==> config.mk <==
export PLATFORM = sky130hd
export DESIGN_NAME = trng_sampler
export DESIGN_NICKNAME = d
export VERILOG_FILES = /design/src/rtl/trng_sampler.sv
export SDC_FILE = /design/constraint.sdc
export NUM_CORES = 1
export LEC_CHECK = 0
export ABC_AREA = 1
export CAP_MARGIN = 20
export CORE_UTILIZATION = 30
export DETAILED_ROUTE_END_ITERATION = 8
export PLACE_DENSITY_LB_ADDON = 0.25
export RECOVER_POWER = 100
export SYNTH_ARGS = -nofsm -noshare
export SYNTH_HDL_FRONTEND = slang
export SYNTH_SLANG_ARGS = --single-unit
==> constraint.sdc <==
create_clock -name clk_in -period 2 [get_ports clk_in]
set_input_delay 0.4 -clock clk_in [delete_from_list [all_inputs] [get_ports clk_in]]
set_output_delay 0.4 -clock clk_in [all_outputs]
set_load 0.02 [all_outputs]
==> src/rtl/trng_sampler.sv <==
// trng_sampler: synchronises a raw entropy bit, applies von Neumann debiasing,
// packs the debiased bits MSB-first into WORD_W-bit words and publishes them
// on a valid/ready interface with a sticky overflow flag.
// Optional repetition-count health test: define TRNG_HEALTH_EN.
module trng_sampler #(
    parameter int unsigned SYNC_STAGES = 2,
    parameter int unsigned WORD_W      = 8,
    parameter int unsigned REP_LIMIT   = 32
) (
    input  logic              clk_in,
    input  logic              rst_n,
    input  logic              en,
    input  logic              raw_bit,
    output logic [WORD_W-1:0] data_out,
    output logic              data_valid,
    input  logic              data_ready,
    output logic              overflow,
    output logic              health_fail
);

    localparam int unsigned CntW = $clog2(WORD_W + 1);

    typedef enum logic [0:0] {StFirst, StSecond} pair_state_e;

    logic [SYNC_STAGES-1:0] sync_q;
    logic                   s_bit;

    pair_state_e            state_q, state_d;
    logic                   first_q, first_d;
    logic [WORD_W-1:0]      shreg_q, shreg_d;
    logic [CntW-1:0]        cnt_q, cnt_d;
    logic [WORD_W-1:0]      data_q, data_d;
    logic                   valid_q, valid_d;
    logic                   ovf_q, ovf_d;
    logic                   xfer;

    // Synchroniser chain; shifts every cycle regardless of en.
    always_ff @(posedge clk_in) begin
        if (!rst_n) begin
            sync_q <= '0;
        end else begin
            sync_q <= {sync_q[SYNC_STAGES-2:0], raw_bit};
        end
    end

    assign s_bit = sync_q[SYNC_STAGES-1];

    // Pair FSM, debiasing, packing and output handshake next-state logic.
    always_comb begin
        state_d = state_q;
        first_d = first_q;
        shreg_d = shreg_q;
        cnt_d   = cnt_q;
        data_d  = data_q;
        valid_d = valid_q;
        ovf_d   = ovf_q;
        xfer    = valid_q & data_ready;

        if (xfer) begin
            valid_d = 1'b0;
        end

        if (!en) begin
            // Disabling abandons any partial pair and partial word.
            state_d = StFirst;
            shreg_d = '0;
            cnt_d   = '0;
        end else if (state_q == StFirst) begin
            first_d = s_bit;
            state_d = StSecond;
        end else begin
            state_d = StFirst;
            if (s_bit != first_q) begin
                shreg_d = {shreg_q[WORD_W-2:0], first_q};
                if (cnt_q == CntW'(WORD_W - 1)) begin
                    cnt_d = '0;
                    if (!health_fail) begin
                        if (!valid_q || xfer) begin
                            data_d  = shreg_d;
                            valid_d = 1'b1;
                        end else begin
                            ovf_d = 1'b1;
                        end
                    end
                end else begin
                    cnt_d = cnt_q + 1'b1;
                end
            end
        end
    end

    // State registers for pair FSM, packer and output stage.
    always_ff @(posedge clk_in) begin
        if (!rst_n) begin
            state_q <= StFirst;
            first_q <= 1'b0;
            shreg_q <= '0;
            cnt_q   <= '0;
            data_q  <= '0;
            valid_q <= 1'b0;
            ovf_q   <= 1'b0;
        end else begin
            state_q <= state_d;
            first_q <= first_d;
            shreg_q <= shreg_d;
            cnt_q   <= cnt_d;
            data_q  <= data_d;
            valid_q <= valid_d;
            ovf_q   <= ovf_d;
        end
    end

    assign data_out   = data_q;
    assign data_valid = valid_q;
    assign overflow   = ovf_q;

`ifdef TRNG_HEALTH_EN
    localparam int unsigned RepW = $clog2(REP_LIMIT + 1);

    logic [RepW-1:0] rep_q, rep_d;
    logic            prev_q;
    logic            hf_q, hf_d;

    // Repetition counter: saturates at REP_LIMIT, restarts at 1 on any change.
    always_comb begin
        rep_d = rep_q;
        if (!en) begin
            rep_d = '0;
        end else if (rep_q == '0 || s_bit != prev_q) begin
            rep_d = RepW'(1);
        end else if (rep_q < RepW'(REP_LIMIT)) begin
            rep_d = rep_q + 1'b1;
        end
        hf_d = hf_q | (rep_d == RepW'(REP_LIMIT));
    end

    // Health-test registers; health_fail is sticky until reset.
    always_ff @(posedge clk_in) begin
        if (!rst_n) begin
            rep_q  <= '0;
            prev_q <= 1'b0;
            hf_q   <= 1'b0;
        end else begin
            rep_q  <= rep_d;
            prev_q <= s_bit;
            hf_q   <= hf_d;
        end
    end

    assign health_fail = hf_q;
`else
    assign health_fail = 1'b0;
`endif

endmodule

[Word-level counts from Yosys, hierarchy flattened]
Cells that the tools add are included.
Storage, ports and cells
  logic and storage cells: 29
  bits of input ports: 5
  register bits after elaboration: 25
Cells by class
  bitwise gates (word level): 3
  equal/unequal tests: 2
  reductions and logical operators: 7
  muxes and demuxes: 8
  $add $sub $neg: 1
Operator list (count)
  5-bit AND reduction: 2
  1-bit two-way mux: 7
  2-bit AND reduction: 3
  4-bit by 1-bit adder with 4-bit output (second input constant): 1
  4-bit by 3-bit equality test with 1-bit output (second input constant): 1
  4-bit two-way mux: 1
  1-bit inverter: 2
  1-bit bitwise AND: 1
  1-bit zero test: 1
  1-bit logical OR: 1
  1-bit inequality test: 1

[Logic depth before layout (Yosys ltp)]
Gate-level depths: netlist of the first run.
  depth after elaboration: 7
  gate-level depth with buffers: 7
  gate-level depth less buffers: 7

[Least setup slack after synthesis of the first run]
OpenSTA, ideal clock, no wires.
  path kind: reg-to-reg
  from: reg cnt_q[0]
  to: reg data_q[0], in the netlist data_out[0]
  slack: 0.742 ns
  clock period less this slack: 1.258 ns
  library setup time: 0.110 ns
  required time: 1.890 ns
  stages on the path, launching flop included: 8
  arrival: 1.148 ns
  path buffers: 1
  cell sequence: dfxtp_1 -> ha_1 -> nand3_2 -> nor2_2 -> buf_4 -> nand4_1 -> nand2_1 -> nor2_1
On the way
  cells in the longest elaborated chain, start to end: 2
RTL lines
  start: declaration: line 31  | logic [CntW-1:0] cnt_q, cnt_d;
  start signal: assignment: line 106  | cnt_q <= cnt_d;
  4-bit by 3-bit equality test with 1-bit output: line 75  | if (cnt_q == CntW'(WORD_W - 1)) begin
  5-bit AND reduction (no source line)
  end signal: assignment: line 107  | data_q <= data_d;
  end: declaration: line 32  | logic [WORD_W-1:0] data_q, data_d;
No other way between the ends.
A chain may end at the register's enable or synchronous reset.

[Worst setup path after layout of the first run]
  from: reg valid_q, in the netlist data_valid
  to: out data_valid
RTL lines
  start: declaration: line 33  | logic valid_q, valid_d;
  start signal: assignment: line 108  | valid_q <= valid_d;
  end: declaration: line 15  | output logic data_valid,
No word-level cell between the ends.

==> flow_summary_export.csv, run 1 <==
group,metric,value,unit
clock_network,clk_pin_slew_worst_paths,90,ps
sta,tightest_slew,642,ps
setup_path,path_cells,"dlygate4sd3_1",
sta,hold_viol_final,0,
clock_network,cts_setup_buffers,0,
setup_path,crit_arrival,1310,ps
setup_path,criticalPathCategory,"reg -> out",
clock_network,cts_tree,"yes",
power,clock_power_share,35.1,%
power,power-per-cell-area,649,nW/um2
route,final_antenna_net_count,0,
die,dieArea,4050,um2
sta,finalSetupViolCount,0,
finish,final_cell_mix,"34 x inv_1, 29 x nand2_1, 25 x dfxtp_1",
clock_network,cts_buffers,3,
power,total_power,0.860,mW
placement,io_buffers,14,
route,drc,0,
setup_path,critPathLaunchType,"register",
die,pin_count,16,
clock_network,h-tree-depth,1,
route,vias,922,
power,p_int,0.662,mW
yosys,synth_top_area_share,44.0,%
route,vias_per_cell,4.35,
power,peakVddDrop,0.212,mV
route,drt_iter0_markers,29,
sta,finClkSkew,6.93,ps
clock_network,clock-root-buffer,"clkbuf_8",
yosys,synthTopCellsByArea,"dfxtp_1 44%, inv_1 11%, nand2_1 9.2%, nor2_1 4.9%, nand4_1 4.4%",
yosys,synth_fp_nets,156,
die,initial_core_util,31.1,%
sta,rsz0062_at_grt,"no",
global_routing,grt_overflow,0,
sta,worst_slew_margin_rel,57.1,%
finish,layout.nets,171,
setup_path,worst_path_max_delay_cell,"dlygate4sd3_1",
finish,instances_no_fill,212,
yosys,ys_ff_latch,25,
yosys,syn_avg_cell_area,7.59,um2
clock_network,cts.hold.buffers_added,0,
placement,dp.cells,208,
route,routed_wl,2060,um
yosys,synth_area,1140,um2
setup_path,slowest_delay,680,ps
clock_network,cts-resized-gates,0,
yosys,synth_cells,150,
global_routing,grt_pass1_vias,931,
setup_path,worst-path-max-fanout,2,
global_routing,grt_pass1_wl,3820,um
job,maxCapViolations,0,
finish,drive_above_1_share,7.93,%
sta,finalMaxSlewViolations,0,
yosys,yosys.area.top_type,"dfxtp_1",
run_status,status,"completed",
placement,hpwl,1540,um
power,power_leakage,0.595,nW
sta,fin_crit,1710,ps
die,core-area,3660,um2
setup_path,endpoint_kind,"primary output",
sta,fin_setup_tns,0,ps
setup_path,required,1600,ps
worst_hold_path,hold_class,"reg -> reg",
die,fp-row-count,22,
global_routing,grt_max_degree,29,
placement,place.gp.congestion,0.713,
die,die_width,63.6,um
setup_path,cp_top_family,"buffers and inverters",
clock_network,insertion_delay,270,ps
setup_path,path_buf_inv,1,
power,switching_power,0.198,mW
power,pwr-share-comb,5.6,%
route,wl_per_cell,9.74,um
sta,fin_crit_sh,85.3,%
yosys,ys.warnings.count,0,
finish,syn2layout_area_growth,16.5,%
power,p_sw_share,23.1,%
route,dr.pass1.iters,4,
finish,diodes,0,
global_routing,grt_usage,12.0,%
power,power_frac_seq,59.3,%
finish,final_common_cell,"inv_1",
clock_network,clock_path_buffers,2,
clock_network,clock_sinks,25,
sta,max_freq,0.587,GHz
yosys,ys_seq_area_share,44.0,%
global_routing,antenna_found_initial,0,
die,die-height,63.6,um
yosys,ys_types,24,
## through the flow
stage          area (um2)  hold slack (ps)  worst slack, ps  util, %
2_1_floorplan        1140              390              742        -
3_3_place_gp         1300              398              220     35.6
3_5_place_dp         1300              408              200     35.6
4_1_cts              1350              427              355     36.9
5_1_grt              1330              462              159     36.2
6_report             1330              425              295     36.2
## kinds of logic after synthesis
kind of cell / share of synthesized area (%)
simple gates: 28.4
buf+inv: 15.9
flops: 44.0
compound gates: 10.3
fa+ha+maj: 1.10
other cells: 0.329
## power groups by stage
stage,Combinational [mW],Clock (mW),Sequential [mW]
after floorplan,0.0423,0,0.521
after global placement,0.0527,0,0.522
after detailed placement,0.0543,0,0.522
after CTS,0.0544,0.314,0.511
after global routing,0.0560,0.343,0.511
final,0.0483,0.302,0.510
## synthesized netlist by cell type
master	count
o21ai_1	6
inv_1	34
nand3_2	1
nand3b_4	2
buf_1	1
ha_1	1
conb_1	1
nor2_8	1
nor3_1	1
nand2_1	28
nor2_2	2
a21oi_2	2
buf_8	1
nand4_1	8
buf_2	1
inv_2	1
nand3_4	1
nor2_1	15
a21oi_1	9
dfxtp_1	25
buf_4	2
o21ai_0	5
buf_6	1
nand2_2	1
## worst paths after layout
path | from | to | slack [ps] | cells after the start
worst min register to register | sync_q[0]$_SDFF_PN0_ | sync_q[1]$_SDFF_PN0_ | 420 | 2
worst max-delay path | data_valid$_SDFF_PN0_ | data_valid | 290 | 1
worst max register to register | cnt_q[0]$_SDFFE_PN0P_ | data_valid$_SDFF_PN0_ | 350 | 6
worst min-delay path | sync_q[0]$_SDFF_PN0_ | sync_q[1]$_SDFF_PN0_ | 420 | 2
## final cells by class
type                    count  area, um2
fillers                   415       2330
flip-flops and latches     25        500
multi-input cells          84        440
repair buffers             16        148
inverters                  35        131
well taps                  48       60.1
clock buffers               3       41.3
clock inverters             1       5.00
## worst reg2reg max path, cell delays in order (launching register included)
cell and delay, ps:
dfxtp_1 390, ha_1 190, nand3_1 190, nor2_2 410, clkbuf_1 210, nand2_1 70
a21oi_1 130
## routing by layer
layer	part of all wire, %	global-route usage [%]	up-vias	wire length [um]
met1	50	14.5	427	1040
met4	1.1	5.11	0	23
met3	2.6	2.17	2	54
met5	0	0	-	0
li1	-	-	480	-
met2	46	20.5	13	945
## registers in the layout, summed over array words and instances, names as in the netlist
name / cells
data_valid: 1
data_out: 8
state_q: 1
overflow: 1
shreg_q: 7
sync_q: 2
cnt_q: 4
first_q: 1
Note: power is estimated with default switching activity, not from simulation.
==> run 2: changes to the inputs <==
--- a/config.mk
+++ b/config.mk
@@ -7,7 +7,9 @@
 export LEC_CHECK = 0
 export ABC_AREA = 1
 export CAP_MARGIN = 20
+export CORE_MARGIN = 1
 export CORE_UTILIZATION = 30
+export CTS_CLUSTER_SIZE = 14
 export DETAILED_ROUTE_END_ITERATION = 8
 export PLACE_DENSITY_LB_ADDON = 0.25
 export RECOVER_POWER = 100
==> results of run 2 <==
Final layout, timing and power as in run 1 (identical DEF).
